[src/rtl/vram_arbiter.sv]
`default_nettype none
// ============================================================================
// Module   : vram_arbiter
// Purpose  : Shares one single-port video RAM between a fixed-latency video
//            fetch port and a CPU port. Video reads own any slot they ask for
//            and return data exactly three cycles after vid_req. The CPU gets
//            one latched command at a time, issued in the first slot video
//            leaves free.
// Ports    : clk, reset_n          - clock, async active-low reset
//            vid_req/vid_addr      - one-cycle video read strobe and address
//            vid_dout/vid_valid    - registered video data + strobe
//            cpu_req/we/addr/wdata/be - CPU command (level request)
//            cpu_rdata/ack/busy    - CPU read data, completion, busy flag
//            ram_addr/we/be/wdata  - registered RAM command
//            ram_rdata             - RAM data, one cycle after its command
// Revision : 1.0 - initial release
// ============================================================================
module vram_arbiter #(
    parameter int AW = 14,
    parameter int DW = 16
) (
    input  logic          clk,
    input  logic          reset_n,
    input  logic          vid_req,
    input  logic [AW-1:0] vid_addr,
    output logic [DW-1:0] vid_dout,
    output logic          vid_valid,
    input  logic          cpu_req,
    input  logic          cpu_we,
    input  logic [AW-1:0] cpu_addr,
    input  logic [DW-1:0] cpu_wdata,
    input  logic [1:0]    cpu_be,
    output logic [DW-1:0] cpu_rdata,
    output logic          cpu_ack,
    output logic          cpu_busy,
    output logic [AW-1:0] ram_addr,
    output logic          ram_we,
    output logic [1:0]    ram_be,
    output logic [DW-1:0] ram_wdata,
    input  logic [DW-1:0] ram_rdata
);

    typedef enum logic [1:0] {
        S_IDLE   = 2'd0,
        S_WAIT   = 2'd1,
        S_ISSUED = 2'd2,
        S_DONE   = 2'd3
    } state_t;

    state_t        state_q, state_d;
    logic          phase_q, phase_d;       // read: 0 = command cycle, 1 = data cycle
    logic          lat_we_q, lat_we_d;
    logic [AW-1:0] lat_addr_q, lat_addr_d;
    logic [DW-1:0] lat_wdata_q, lat_wdata_d;
    logic [1:0]    lat_be_q, lat_be_d;
    logic [DW-1:0] cpu_rdata_q, cpu_rdata_d;
    logic          cpu_ack_q, cpu_ack_d;
    logic          cpu_busy_q, cpu_busy_d;
    logic [AW-1:0] ram_addr_q, ram_addr_d;
    logic          ram_we_q, ram_we_d;
    logic [1:0]    ram_be_q, ram_be_d;
    logic [DW-1:0] ram_wdata_q, ram_wdata_d;
    // Video pipeline tags: command on RAM, data on ram_rdata.
    logic          vid_cmd_q, vid_cmd_d;
    logic          vid_rd_q, vid_rd_d;
    logic          vid_valid_q, vid_valid_d;
    logic [DW-1:0] vid_dout_q, vid_dout_d;

    // CPU command FSM. DONE always falls back to IDLE, so a request held
    // across the ack is only sampled again in the cycle after the ack.
    always_comb begin
        state_d     = state_q;
        phase_d     = phase_q;
        lat_we_d    = lat_we_q;
        lat_addr_d  = lat_addr_q;
        lat_wdata_d = lat_wdata_q;
        lat_be_d    = lat_be_q;
        cpu_rdata_d = cpu_rdata_q;
        case (state_q)
            S_IDLE: begin
                if (cpu_req) begin
                    lat_we_d    = cpu_we;
                    lat_addr_d  = cpu_addr;
                    lat_wdata_d = cpu_wdata;
                    lat_be_d    = cpu_be;
                    state_d     = S_WAIT;
                end
            end
            S_WAIT: begin
                // vid_req this cycle claims the next slot.
                if (!vid_req) begin
                    state_d = S_ISSUED;
                    phase_d = 1'b0;
                end
            end
            S_ISSUED: begin
                if (lat_we_q || phase_q) begin
                    state_d = S_DONE;
                    if (!lat_we_q) begin
                        cpu_rdata_d = ram_rdata;
                    end
                end else begin
                    phase_d = 1'b1;
                end
            end
            S_DONE:  state_d = S_IDLE;
            default: state_d = S_IDLE;
        endcase
        cpu_ack_d  = (state_d == S_DONE);
        cpu_busy_d = (state_d == S_WAIT) || (state_d == S_ISSUED);
    end

    // Slot owner for the next cycle: video, else a waiting CPU command,
    // else idle (no enables, address held).
    always_comb begin
        ram_addr_d  = ram_addr_q;
        ram_we_d    = 1'b0;
        ram_be_d    = 2'b00;
        ram_wdata_d = ram_wdata_q;
        if (vid_req) begin
            ram_addr_d = vid_addr;
            ram_be_d   = 2'b11;
        end else if (state_q == S_WAIT) begin
            ram_addr_d = lat_addr_q;
            ram_we_d   = lat_we_q;
            if (lat_we_q) begin
                ram_be_d    = lat_be_q;
                ram_wdata_d = lat_wdata_q;
            end else begin
                ram_be_d    = 2'b11;
            end
        end
    end

    always_comb begin
        vid_cmd_d   = vid_req;
        vid_rd_d    = vid_cmd_q;
        vid_valid_d = vid_rd_q;
        vid_dout_d  = vid_rd_q ? ram_rdata : vid_dout_q;
    end

    always_ff @(posedge clk or negedge reset_n) begin
        if (!reset_n) begin
            state_q     <= S_IDLE;
            phase_q     <= 1'b0;
            lat_we_q    <= 1'b0;
            lat_addr_q  <= '0;
            lat_wdata_q <= '0;
            lat_be_q    <= 2'b00;
            cpu_rdata_q <= '0;
            cpu_ack_q   <= 1'b0;
            cpu_busy_q  <= 1'b0;
            ram_addr_q  <= '0;
            ram_we_q    <= 1'b0;
            ram_be_q    <= 2'b00;
            ram_wdata_q <= '0;
            vid_cmd_q   <= 1'b0;
            vid_rd_q    <= 1'b0;
            vid_valid_q <= 1'b0;
            vid_dout_q  <= '0;
        end else begin
            state_q     <= state_d;
            phase_q     <= phase_d;
            lat_we_q    <= lat_we_d;
            lat_addr_q  <= lat_addr_d;
            lat_wdata_q <= lat_wdata_d;
            lat_be_q    <= lat_be_d;
            cpu_rdata_q <= cpu_rdata_d;
            cpu_ack_q   <= cpu_ack_d;
            cpu_busy_q  <= cpu_busy_d;
            ram_addr_q  <= ram_addr_d;
            ram_we_q    <= ram_we_d;
            ram_be_q    <= ram_be_d;
            ram_wdata_q <= ram_wdata_d;
            vid_cmd_q   <= vid_cmd_d;
            vid_rd_q    <= vid_rd_d;
            vid_valid_q <= vid_valid_d;
            vid_dout_q  <= vid_dout_d;
        end
    end

    assign vid_dout  = vid_dout_q;
    assign vid_valid = vid_valid_q;
    assign cpu_rdata = cpu_rdata_q;
    assign cpu_ack   = cpu_ack_q;
    assign cpu_busy  = cpu_busy_q;
    assign ram_addr  = ram_addr_q;
    assign ram_we    = ram_we_q;
    assign ram_be    = ram_be_q;
    assign ram_wdata = ram_wdata_q;

endmodule
`default_nettype wire

[config.mk]
export PLATFORM = sky130hd
export DESIGN_NAME = vram_arbiter
export DESIGN_NICKNAME = d
export VERILOG_FILES = /design/src/rtl/vram_arbiter.sv
export SDC_FILE = /design/constraint.sdc
export NUM_CORES = 1
export LEC_CHECK = 0
export CORE_UTILIZATION = 40
export CTS_CLUSTER_SIZE = 25
export DETAILED_ROUTE_END_ITERATION = 10
export PLACE_DENSITY = 0.78
export SYNTH_ARGS = -nofsm -noshare
export SYNTH_HDL_FRONTEND = slang
export SYNTH_SLANG_ARGS = --single-unit
[constraint.sdc]
create_clock -name clk -period 5.75 [get_ports clk]
set_clock_uncertainty 0.2 [all_clocks]
set_input_delay 1.725 -clock clk [delete_from_list [all_inputs] [get_ports clk]]
set_output_delay 1.725 -clock clk [all_outputs]
set_load 0.02 [all_outputs]
==> After elaboration in Yosys (flattened, before gate mapping) <==
Index checks and enable logic that the tools add are counted.
{ "word_totals": {"out_inout_bits": 68, "inputBits": 67, "reg_bits": 106} }
{ "op_classes": {"mux": 14, "bitwise": 2, "eq_ne": 8, "n_reduce_logical": 9} }
{ "op_table": {"columns": ["cell", "n"], "rows": [
  ["$mux 14", 2],
  ["$mux 2", 6],
  ["$reduce_and 3->1", 3],
  ["$eq 2x2->1 const B", 4],
  ["$pmux 2 s4", 1],
  ["$eq 2x1->1 const B", 2],
  ["$mux 1", 4],
  ["$ne 2x2->1 const B", 2],
  ["$reduce_bool 2->1", 2],
  ["$logic_not 2->1", 1],
  ["$logic_or 1x1->1", 2],
  ["$not 1->1", 2],
  ["$pmux 1 s2", 1],
  ["$reduce_and 2->1", 1]
]} }

==> Depth between registers and ports, before layout <==
Gate-level depths: netlist of the first run.
{ "depth": {"depth_word": 5, "mapped_depth": 6} }

==> Least setup slack after synthesis of the first run <==
Ideal clock, no wire load.
{ "synth_path": {"kind": "in2reg", "from": "in cpu_req", "to": "reg lat_addr_q[0]", "required_ns": 5.425, "stages": 3, "setup_slack_ns": 2.816, "arrival_time_ns": 2.609, "setup_ns": 0.125, "path_cell_list": "nor3b_2 -> buf_2 -> mux2_2"} }
{ "synth_between": {"elab_chain_len": 1} }
{ "synth_lines": {"columns": ["item", "line_no", "text"], "rows": [
  ["start: declaration", "28", "input logic cpu_req,"],
  ["$reduce_and 2->1 (no source line)", null, null],
  ["end signal: assignment", "165", "lat_addr_q <= lat_addr_d;"],
  ["end: declaration", "53", "logic [AW-1:0] lat_addr_q, lat_addr_d;"]
]} }
No other way between the ends.
A chain may end at the register's enable or synchronous reset.

==> Worst setup path in the final report of the first run <==
{ "layout_path": {"from": "in vid_req", "to": "reg ram_wdata_q[0], in the netlist ram_wdata[0]"} }
{ "layout_between": {"elab_chain_len": 2} }
{ "layout_lines": {"columns": ["item", "line_no", "text"], "rows": [
  ["start: declaration", "24", "input logic vid_req,"],
  ["$not 1->1 (no source line)", null, null],
  ["$reduce_and 3->1 (no source line)", null, null],
  ["end signal: assignment", "174", "ram_wdata_q <= ram_wdata_d;"],
  ["end: declaration", "62", "logic [DW-1:0] ram_wdata_q, ram_wdata_d;"]
]} }
No other way between the ends.

==> impl_table.tex, run 1 <==
\begin{tabular}{lr}
\hline
Metric & Value \\
\hline
\multicolumn{2}{l}{\textbf{Status}} \\
\quad Run status & completed \\
\multicolumn{2}{l}{\textbf{Critical path}} \\
\quad Critical R2R Launch & state\_q[0] \\
\quad Setup slack of the worst register-to-register path & 3260 ps \\
\quad Category of the critical setup timing path & primary input to flop \\
\quad Capture point of the worst path & ram\_wdata[0] \\
\quad Largest driver fanout on the critical path & 32 \\
\quad R2R Path End & ram\_wdata[0] \\
\quad Data required, critical path & 5790 ps \\
\quad Critical path startpoint category & primary input \\
\quad Startpoint of the most critical setup path & vid\_req \\
\quad FF-to-FF path depth & 3 \\
\quad Arrival time at the worst endpoint & 3660 ps \\
\quad CP endpoint kind & flop \\
\multicolumn{2}{l}{\textbf{GRT}} \\
\quad Wire length of the first global-routing pass & roughly 13 mm \\
\quad Grt ovf & 0 \\
\quad Total track usage & 0.1609 \\
\quad Number of antenna violations at the first check in global routing & 0 \\
\quad Largest net degree at the start of global routing & 66 \\
\quad Via count of the first global-routing pass & 2662 \\
\multicolumn{2}{l}{\textbf{Clock tree}} \\
\quad Clock tree from TritonCTS & yes \\
\quad Root buffer cell & clkbuf\_8 \\
\quad Post CTS Setup Buffer Count & 0 \\
\quad Clock transition at path regs & 100 ps \\
\quad CTS Hold Bufs & 0 \\
\quad Number of H-tree levels & 3 \\
\quad Post-CTS sizing & 0 \\
\quad Maximum number of buffers from clock root to sink & 2 \\
\quad Clock insertion delay at the later pin of the skew report & 360 ps \\
\quad Sink count of the clock tree & 106 \\
\quad TritonCTS Buffers & 9 \\
\multicolumn{2}{l}{\textbf{Yosys}} \\
\quad Largest family of logic cells by synthesized area & multiplexers \\
\quad Post-Syn Area per Cell & 15.70 um\^{}2 \\
\quad Share of the synthesized netlist area taken by xor and xnor gates & 0 \\
\quad Unique masters post-synth & 22 \\
\quad Synth top area cells & dfrtp\_1 65\%, mux2\_2 20\%, mux2i\_1 3.4\% \\
\quad Share of the synthesized area in compound gates (AO/OA/AOI/OAI) & 0.02575 \\
\quad Count of flip-flops with a built-in enable after synthesis & 0 \\
\quad Top\_reg\_cell synth & dfrtp\_1 \\
\quad Syn nets & 328 \\
\quad Mapped Cells & 260 \\
\quad Mux cell area share after synthesis & 0.2689 \\
\quad Share of synthesized registers carrying an async set or reset & 1.000 \\
\quad Post-synthesis simple-gate area fraction & 0.03188 \\
\quad Most frequent cells after synthesis & 106 x dfrtp\_1, 73 x mux2\_2, 16 x o21ai\_0, 14 x mux2i\_1, 14 x nand2\_1 \\
\quad Library cell occupying the most area in the post-synthesis netlist & dfrtp\_1 \\
\quad Warning count from the yosys run & 0 \\
\quad Top cell type's share of synthesized area & 0.6499 \\
\quad Adder-cell share of the synthesized area & 0.003066 \\
\quad Synthesis-stage register bit count & 106 \\
\quad Post-synthesis sequential area ratio & 0.6499 \\
\quad Top-count cell post-synth & dfrtp\_1 \\
\quad Post-Syn Area & 4081 um\^{}2 \\
\multicolumn{2}{l}{\textbf{STA}} \\
\quad Min Hold Slack & 170.9 ps \\
\quad Relative slew margins & 0.3100 \\
\quad Post-route setup slack & 2139 ps \\
\quad RSZ-0062 raised after global routing & false \\
\quad Count of final hold-check violations & 0 \\
\quad Final sum of negative setup slack & 0 ps \\
\quad Final worst-path cycle share & 0.6280 \\
\quad Maximum operating frequency & 0.2769 GHz \\
\quad Transition time at the pin with the least slew margin & $\sim$1000 ps \\
\quad Final Setup Violations & 0 \\
\quad Time the worst path needs with I/O delays and setup & around 3600 ps \\
\quad Final max-slew violation count & 0 \\
\multicolumn{2}{l}{\textbf{Route}} \\
\quad Detailed-route wire length per cell & 15.72 um \\
\quad Number of design-rule violations left by the first detailed-router iteration & 42 \\
\quad Number of vias in the routed layout & 2535 \\
\quad Detailed-router iteration count before antenna repair & 4 \\
\quad Detailed-route wire length & 8.396 mm \\
\quad \# DRC & 0 \\
\quad Vias per cell & 4.747 \\
\quad Antenna-violating nets left & 0 \\
\multicolumn{2}{l}{\textbf{Floorplanning}} \\
\quad Number of top-level pins & 135 \\
\quad Die area & between 10000 and 15000 um\^{}2 \\
\quad DIE WIDTH & 103.0 um \\
\quad Starting utilization of the core area & 0.4156 \\
\quad Die Y & 103.0 um \\
\quad Placeable core region & 9819 um\^{}2 \\
\quad \# rows & 36 \\
\multicolumn{2}{l}{\textbf{Hold path}} \\
\quad Hold Path Cell Cnt & 0 \\
\quad Type of the worst min-delay path & flop to flop \\
\multicolumn{2}{l}{\textbf{Final layout}} \\
\quad Area growth from synthesis to final layout & 41.66\% \\
\quad Count of non-filler cells in the finished layout & 534 \\
\quad Net count reported at finish & roughly 460 \\
\quad Share of post-route cells with drive strength above 1 & 0.2668 \\
\quad Area of all placed cells without fillers & 5782 um\^{}2 \\
\quad Number of inserted diodes & 0 \\
\multicolumn{2}{l}{\textbf{Placement}} \\
\quad Placement-stage cell area & 5547 um\^{}2 \\
\quad Post-Place Worst Slack & $\sim$1700 ps \\
\quad Count of buffers inserted at the top-level ports & 134 \\
\quad Placer Congestion & 0.6610 \\
\quad Estimated wirelength of the detail-placed design & 5.888 mm \\
\quad Cell Count Post-Placement & 518 \\
\multicolumn{2}{l}{\textbf{Power}} \\
\quad Lkg Pwr & 2.478 nW \\
\quad Worst ir drop on vdd & 0.0002480 V \\
\quad Power density over cell area & between 500 and 600 nW/um\^{}2 \\
\multicolumn{2}{l}{\textbf{Run}} \\
\quad Max-capacitance violation count & 0 \\
\hline
\end{tabular}
routing by layer:
layer  wire (um)  up-vias  track usage
li1            -     1179            -
met2        3962       90       0.2631
met3         728       10      0.05085
met4         105        0      0.06826
met1        3599     1256       0.1971
met5           0        -            0
stage by stage:
stage          utilization  power [mW]
3_5_place_dp        0.5649       2.410
5_1_grt             0.5888       3.064
6_report            0.5888       2.894
3_3_place_gp        0.5649       2.367
4_1_cts             0.5888       2.938
2_1_floorplan            -       1.901
final cells by class:
| cell class | instances | area (um^2) |
|---|---|---|
| Clock buffer | 10 | 137.6 |
| Timing Repair Buffer | 138 | 1369 |
| Fill cell | 792 | 4038 |
| Clock inverter | 6 | 97.59 |
| Tap cell | 133 | 166.4 |
| Multi-Input combinational cell | 139 | 1351 |
| Sequential cell | 106 | 2653 |
| Inverter | 2 | 7.507 |
cells in the final DEF, fill, tap and decap left out:
cell type	instances
clkdlybuf4s50_1	133
dfrtp_1	106
mux2_2	73
o21ai_0	16
mux2i_1	14
nand2_1	14
clkbuf_8	10
mux2_4	9
buf_4	5
nor2b_1	2
inv_1	2
o22ai_1	2
nor3b_4	2
bufinv_16	2
clkinv_4	2
nor2_1	1
nand2b_4	1
nand2b_1	1
nor3_2	1
a21oi_1	1
o21bai_1	1
ha_1	1
inv_8	1
inv_6	1
sequential cells by signal, summed over array words and instances, names as in the netlist, 2 cells and up:
signal	count
cpu_rdata	16
lat_wdata_q	16
ram_wdata	16
vid_dout	16
lat_addr_q	14
ram_addr	14
lat_be_q	2
ram_be	2
state_q	2
kinds of logic (layout without fill, tap and decap cells):
family	after synthesis	after routing
AO/OA/AOI/OAI	20	20
adder cells (fa/ha/maj)	1	1
buffers and inverters	15	156
flip-flops	106	106
multiplexers	96	96
AND/OR/NAND/NOR	22	22
worst min-delay path by stage:
stage	from	slack [ps]	to
floorplan	vid_cmd_q	130	vid_rd_q
global placement	vid_cmd_q	130	vid_rd_q
detailed placement	vid_cmd_q	140	vid_rd_q
CTS	vid_cmd_q	170	vid_rd_q
global route	vid_cmd_q	190	vid_rd_q
finish	vid_cmd_q	170	vid_rd_q
report_power, final:
group	internal, mW	switching [mW]	total, mW
Combinational	0.662	0.502	1.16
Sequential	1.04	0.167	1.21
Clock	0.263	0.257	0.521
worst max-delay path, cell delays in order:
cell and delay (ps):
clkdlybuf4s50_1 400, buf_4 230, nor3b_4 860, mux2_2 420
Power figures use the tool's default switching activity.
==> run 2, diff against run 1 <==
--- a/config.mk
+++ b/config.mk
@@ -8,7 +8,7 @@
 export CORE_UTILIZATION = 40
 export CTS_CLUSTER_SIZE = 25
 export DETAILED_ROUTE_END_ITERATION = 10
-export PLACE_DENSITY = 0.78
+export PLACE_DENSITY = 0.81
 export SYNTH_ARGS = -nofsm -noshare
 export SYNTH_HDL_FRONTEND = slang
 export SYNTH_SLANG_ARGS = --single-unit
==> constraint.sdc (replaced) <==
create_clock -name clk -period 3 [get_ports clk]
set_clock_uncertainty 0.2 [all_clocks]
set_input_delay 0.9 -clock clk [delete_from_list [all_inputs] [get_ports clk]]
set_output_delay 0.9 -clock clk [all_outputs]
set_load 0.02 [all_outputs]
==> run 2 against run 1 <==
Global-route usage up 0.099 points. Sequential power up 93%. Die area unchanged. Routed wire length down 3.0%. Critical path depth down 3. Clock power up 73%. Cell count up 0.56%. Combinational power up 94%. Final area up 0.61%. Worst hold slack worse by 26 ps. Total power up 89%. Via count up 1.7%. Critical endpoint is now ram_addr[5]. Largest cell class unchanged. Highest routed layer unchanged.
==> impl_table.tex, run 2 (same netlist as run 1, synthesis figures left out) <==
\begin{tabular}{lr}
\hline
Metric & Value \\
\hline
\multicolumn{2}{l}{\textbf{Critical path}} \\
\quad Cells traversed along the worst timing path & clkdlybuf4s50\_1 \\
\quad CP endpoint kind & output port \\
\quad Data required, critical path & 1900 ps \\
\quad Largest stage delay on the critical path & 640 ps \\
\quad Category of the critical setup timing path & flop to output port \\
\quad Sum of buffers and inverters on the critical path & 1 \\
\quad Largest driver fanout on the critical path & 2 \\
\quad Critical path startpoint category & flop \\
\quad CP max-delay cell & clkdlybuf4s50\_1 \\
\quad Largest delay contributor family on the critical path & buffers and inverters \\
\quad Arrival time at the worst endpoint & 1350 ps \\
\multicolumn{2}{l}{\textbf{Clock tree}} \\
\quad Post CTS Setup Buffer Count & 0 \\
\quad Number of H-tree levels & 3 \\
\quad CTS Hold Bufs & 0 \\
\quad Post-CTS sizing & 0 \\
\quad TritonCTS Buffers & 9 \\
\quad Root buffer cell & clkbuf\_8 \\
\quad Clock transition at path regs & 100 ps \\
\quad Sink count of the clock tree & 106 \\
\quad Maximum number of buffers from clock root to sink & 2 \\
\quad Clock tree from TritonCTS & yes \\
\quad Clock insertion delay at the later pin of the skew report & approximately 360 ps \\
\multicolumn{2}{l}{\textbf{Hold path}} \\
\quad Type of the worst min-delay path & flop to flop \\
\multicolumn{2}{l}{\textbf{Floorplanning}} \\
\quad Starting utilization of the core area & 0.4156 \\
\quad \# rows & 36 \\
\quad DIE WIDTH & 103.0 um \\
\quad Die Y & 103.0 um \\
\quad Placeable core region & 9819 um\^{}2 \\
\quad Number of top-level pins & 135 \\
\quad Die area & 10610 um\^{}2 \\
\multicolumn{2}{l}{\textbf{Placement}} \\
\quad Estimated wirelength of the detail-placed design & roughly 5.9 mm \\
\quad Count of buffers inserted at the top-level ports & 134 \\
\quad Placer Congestion & 0.7585 \\
\quad Post-Place Worst Slack & $\sim$400 ps \\
\multicolumn{2}{l}{\textbf{Route}} \\
\quad Antenna-violating nets left & 0 \\
\quad \# DRC & 0 \\
\quad Detailed-router iteration count before antenna repair & 4 \\
\quad Vias per cell & just under 5 \\
\quad Number of vias in the routed layout & about 2.6k \\
\quad Number of design-rule violations left by the first detailed-router iteration & 54 \\
\quad Detailed-route wire length per cell & between 15 and 20 um \\
\quad Detailed-route wire length & 8.144 mm \\
\multicolumn{2}{l}{\textbf{STA}} \\
\quad Final worst-path cycle share & 0.8174 \\
\quad Final Setup Violations & 0 \\
\quad RSZ-0062 raised after global routing & false \\
\quad Time the worst path needs with I/O delays and setup & 2452 ps \\
\quad Final sum of negative setup slack & 0 ps \\
\quad Post-route setup slack & $\sim$550 ps \\
\quad Count of final hold-check violations & 0 \\
\quad Final max-slew violation count & 0 \\
\quad Relative slew margins & 0.5457 \\
\quad Transition time at the pin with the least slew margin & 681.4 ps \\
\quad Maximum operating frequency & 0.4078 GHz \\
\multicolumn{2}{l}{\textbf{Final layout}} \\
\quad Combined area of the multi-input logic cells & 1351 um\^{}2 \\
\quad Highest-count cells in the layout ignoring fill and taps & 133 x clkdlybuf4s50\_1, 106 x dfrtp\_1, 73 x mux2\_2 \\
\quad Net count reported at finish & 467 \\
\quad Storage element area & 2653 um\^{}2 \\
\quad Most common cell after layout, fill and taps aside & clkdlybuf4s50\_1 \\
\quad Number of inserted diodes & 0 \\
\quad Area growth from synthesis to final layout & 42.52\% \\
\quad Count of filler cells inserted in the layout & roughly 840 \\
\quad Share of post-route cells with drive strength above 1 & 0.2723 \\
\multicolumn{2}{l}{\textbf{Power}} \\
\quad Lkg Pwr & 2.494 nW \\
\quad Power density over cell area & between 900 and 1000 nW/um\^{}2 \\
\quad Worst ir drop on vdd & around 0.00048 V \\
\multicolumn{2}{l}{\textbf{GRT}} \\
\quad Wire length of the first global-routing pass & around 13 mm \\
\quad Largest net degree at the start of global routing & 45 \\
\quad Number of antenna violations at the first check in global routing & 0 \\
\quad Grt ovf & 0 \\
\quad Via count of the first global-routing pass & 2726 \\
\quad Total track usage & 0.1619 \\
\multicolumn{2}{l}{\textbf{Status}} \\
\quad Run status & completed \\
\multicolumn{2}{l}{\textbf{Run}} \\
\quad Max-capacitance violation count & 0 \\
\hline
\end{tabular}
-- run 2: path summary, 6_finish.rpt --
check	startpoint	endpoint	slack (ps)	cells after the start
min reg2reg	vid_cmd_q	vid_rd_q	150	0
min in group asynchronous	reset_n	state_q[0]	320	1
max in group asynchronous	reset_n	lat_addr_q[8]	1590	2
max reg2reg	state_q[0]	ram_wdata[3]	990	4
max	ram_addr[5]	ram_addr[5]	550	1
min	vid_cmd_q	vid_rd_q	150	0
-- run 2: power by group --
part           internal (mW)  leakage [nW]  switching, mW
logic                   1.29          1.12          0.960
registers               2.00          1.26          0.331
clock network          0.421         0.109          0.480
-- run 2: final cells by class --
type                            count  share of cell area
Sequential cell                   106              0.4560
Timing Repair Buffer              141              0.2456
Multi-Input combinational cell    139              0.2323
Tap cell                          133             0.02861
Clock buffer                       10             0.02366
Clock inverter                      6             0.01248
Inverter                            2            0.001291
-- run 2: through the flow --
step / cells / util / cell area, um^2 / hold slack (ps) / total power [mW]
after CTS: 537 / 0.5924 / 5817 / 144.9 / 5.556
final: 537 / 0.5924 / 5817 / 145.1 / 5.483
after floorplan: 260 / - / 4081 / 131.2 / 3.643
after detailed placement: 521 / 0.5710 / 5607 / 134.7 / 4.640
after global routing: 537 / 0.5924 / 5817 / 166.2 / 5.806
after global placement: 521 / 0.5710 / 5607 / 131.4 / 4.561
-- run 2: worst register-to-register path, stage by stage, from the launching register on --
cell and delay [ps]:
dfrtp_1 550, nand2b_4 280, nor3b_4 310, buf_12 200, mux2_2 360
-- run 2: metal layers --
layer,up-vias,routed length [um],track usage
met5,-,0,0
met1,1306,3429,0.1977
met2,91,4151,0.2800
met4,0,76,0.05309
met3,8,487,0.04203
li1,1174,-,-
==> run 3, diff against run 2 <==
--- a/config.mk
+++ b/config.mk
@@ -8,7 +8,7 @@
 export CORE_UTILIZATION = 40
 export CTS_CLUSTER_SIZE = 25
 export DETAILED_ROUTE_END_ITERATION = 10
-export PLACE_DENSITY = 0.81
+export PLACE_DENSITY = 0.78
 export SYNTH_ARGS = -nofsm -noshare
 export SYNTH_HDL_FRONTEND = slang
 export SYNTH_SLANG_ARGS = --single-unit
==> constraint.sdc (replaced) <==
create_clock -name clk -period 2.3 [get_ports clk]
set_clock_uncertainty 0.2 [all_clocks]
set_input_delay 0.69 -clock clk [delete_from_list [all_inputs] [get_ports clk]]
set_output_delay 0.69 -clock clk [all_outputs]
set_load 0.02 [all_outputs]
==> run 3 against run 2 <==
Via count grew 0.16%. Cell count up 0.19%. Worst setup slack got worse by 480 ps.
==> impl_table.tex, run 3 (same netlist as run 1, synthesis figures left out) <==
\begin{tabular}{lr}
\hline
Metric & Value \\
\hline
\multicolumn{2}{l}{\textbf{Clock tree}} \\
\quad Maximum number of buffers from clock root to sink & 2 \\
\quad Number of H-tree levels & 3 \\
\quad Sink count of the clock tree & between 100 and 150 \\
\quad Root buffer cell & clkbuf\_8 \\
\quad Clock insertion delay at the later pin of the skew report & roughly 350 ps \\
\quad Post CTS Setup Buffer Count & 0 \\
\quad Post-CTS sizing & 0 \\
\quad Clock transition at path regs & around 100 ps \\
\quad TritonCTS Buffers & 9 \\
\quad Clock tree from TritonCTS & yes \\
\quad CTS Hold Bufs & 0 \\
\multicolumn{2}{l}{\textbf{Floorplanning}} \\
\quad \# rows & 36 \\
\quad Die area & 10610 um\^{}2 \\
\quad Placeable core region & around 10000 um\^{}2 \\
\quad Number of top-level pins & 135 \\
\quad Starting utilization of the core area & 0.4156 \\
\quad DIE WIDTH & 103.0 um \\
\quad Die Y & 103.0 um \\
\multicolumn{2}{l}{\textbf{Critical path}} \\
\quad FF-to-FF path depth & 4 \\
\quad Logic depth of the worst setup path including buffers & 1 \\
\quad Category of the critical setup timing path & flop to output port \\
\quad Largest stage delay on the critical path & between 600 and 700 ps \\
\quad CP max-delay cell & clkdlybuf4s50\_1 \\
\quad Sum of buffers and inverters on the critical path & 1 \\
\quad Critical path startpoint category & flop \\
\quad Largest delay contributor family on the critical path & buffers and inverters \\
\quad Arrival time at the worst endpoint & around 1400 ps \\
\quad CP endpoint kind & output port \\
\quad Data required, critical path & about 1400 ps \\
\quad Cells traversed along the worst timing path & clkdlybuf4s50\_1 \\
\quad Largest driver fanout on the critical path & 2 \\
\multicolumn{2}{l}{\textbf{Final layout}} \\
\quad Number of inserted diodes & 0 \\
\quad Share of post-route cells with drive strength above 1 & 0.2691 \\
\quad Net count reported at finish & 468 \\
\quad Area growth from synthesis to final layout & 42.37\% \\
\quad Count of filler cells inserted in the layout & 803 \\
\quad Highest-count cells in the layout ignoring fill and taps & 133 x clkdlybuf4s50\_1, 106 x dfrtp\_1, 73 x mux2\_2 \\
\quad Most common cell after layout, fill and taps aside & clkdlybuf4s50\_1 \\
\quad Count of non-filler cells in the finished layout & 538 \\
\multicolumn{2}{l}{\textbf{GRT}} \\
\quad Largest net degree at the start of global routing & around 110 \\
\quad Grt ovf & 0 \\
\quad GR met1 Demand/Resource & 0.2001 \\
\quad Total track usage & 0.1625 \\
\quad GRT met2 Usage & 0.2697 \\
\quad Most used routing layer in global routing & met2 \\
\quad Number of antenna violations at the first check in global routing & 0 \\
\quad Wire length of the first global-routing pass & between 10 and 15 mm \\
\quad Via count of the first global-routing pass & 2636 \\
\quad Met3 Use GR & 0.05085 \\
\multicolumn{2}{l}{\textbf{Placement}} \\
\quad Post-Place Worst Slack & -70.78 ps \\
\quad Count of buffers inserted at the top-level ports & 134 \\
\quad Placer Congestion & 0.7284 \\
\quad Estimated wirelength of the detail-placed design & about 5.7 mm \\
\quad Cell Count Post-Placement & 522 \\
\multicolumn{2}{l}{\textbf{STA}} \\
\quad Final worst-path cycle share & 0.9726 \\
\quad Maximum operating frequency & 0.4470 GHz \\
\quad Time the worst path needs with I/O delays and setup & $\sim$2200 ps \\
\quad Final Setup Violations & 0 \\
\quad Post-route setup slack & around 63 ps \\
\quad Count of final hold-check violations & 0 \\
\quad Relative slew margins & 0.5356 \\
\quad Transition time at the pin with the least slew margin & 696.6 ps \\
\quad Final max-slew violation count & 0 \\
\quad RSZ-0062 raised after global routing & false \\
\multicolumn{2}{l}{\textbf{Route}} \\
\quad Antenna-violating nets left & 0 \\
\quad Detailed-route wire length per cell & 15.41 um \\
\quad Number of design-rule violations left by the first detailed-router iteration & 65 \\
\quad Number of vias in the routed layout & about 2.6k \\
\quad Detailed-router iteration count before antenna repair & 4 \\
\quad \# DRC & 0 \\
\quad Detailed-route wire length & roughly 8.3 mm \\
\quad Vias per cell & $\sim$4.8 \\
\multicolumn{2}{l}{\textbf{Hold path}} \\
\quad Hold Path Cell Cnt & 0 \\
\quad Type of the worst min-delay path & flop to flop \\
\multicolumn{2}{l}{\textbf{Run}} \\
\quad Max-capacitance violation count & 0 \\
\multicolumn{2}{l}{\textbf{Power}} \\
\quad Lkg Pwr & 2.486 nW \\
\quad Power density over cell area & 1223 nW/um\^{}2 \\
\quad Worst ir drop on vdd & 0.0005261 V \\
\quad Final Total Pwr & 7.105 mW \\
\multicolumn{2}{l}{\textbf{Status}} \\
\quad Run status & completed \\
\hline
\end{tabular}
run 3: cell count changes in the layout (fill, tap and decap cells not counted), sizes merged:
cell,previous run,this run
buf,8,9
clkbuf,10,12
clkinvlp,0,1
inv,5,2
run 3: stage by stage:
stage / hold WS (ps) / area, um^2 / TNS, ps / util
floorplan: 131.2 / 4081 / 0 / -
global placement: 131.7 / 5614 / -1853 / 0.5717
detailed placement: 134.7 / 5614 / -2384 / 0.5717
CTS: 156.7 / 5811 / 0 / 0.5917
global route: 169.4 / 5811 / 0 / 0.5917
finish: 157.4 / 5811 / 0 / 0.5917
run 3: worst paths after layout:
| kind | from | endpoint | slack (ps) |
|---|---|---|---|
| max in group asynchronous | reset_n | lat_wdata_q[11] | 1270 |
| worst min-delay path | vid_cmd_q | vid_rd_q | 160 |
| worst min register to register | vid_cmd_q | vid_rd_q | 160 |
| worst max register to register | state_q[1] | cpu_busy | 520 |
| min in group asynchronous | reset_n | ram_be[0] | 180 |
| worst max-delay path | ram_addr[6] | ram_addr[6] | 60 |
run 3: metal layers:
metal | vias to the layer above | routed length [um] | share of wire
li1 | 1189 | - | -
met1 | 1301 | 3573 | 0.43
met2 | 88 | 3997 | 0.48
met3 | 5 | 656 | 0.079
met4 | 0 | 62 | 0.0075
met5 | - | 0 | 0
run 3: where the power goes:
group	internal, mW	switching [mW]	leakage [nW]
Combinational	1.70	1.26	1.13
Sequential	2.61	0.409	1.26
Clock	0.535	0.598	0.0966
run 3: final cells by class:
class	count	area, um^2	area share
Inverter	2	7.507	0.001292
Sequential cell	106	2653	0.4565
Clock inverter	4	51.30	0.008829
Multi-Input combinational cell	139	1351	0.2326
Clock buffer	12	145.1	0.02498
Timing Repair Buffer	142	1436	0.2472
Tap cell	133	166.4	0.02864
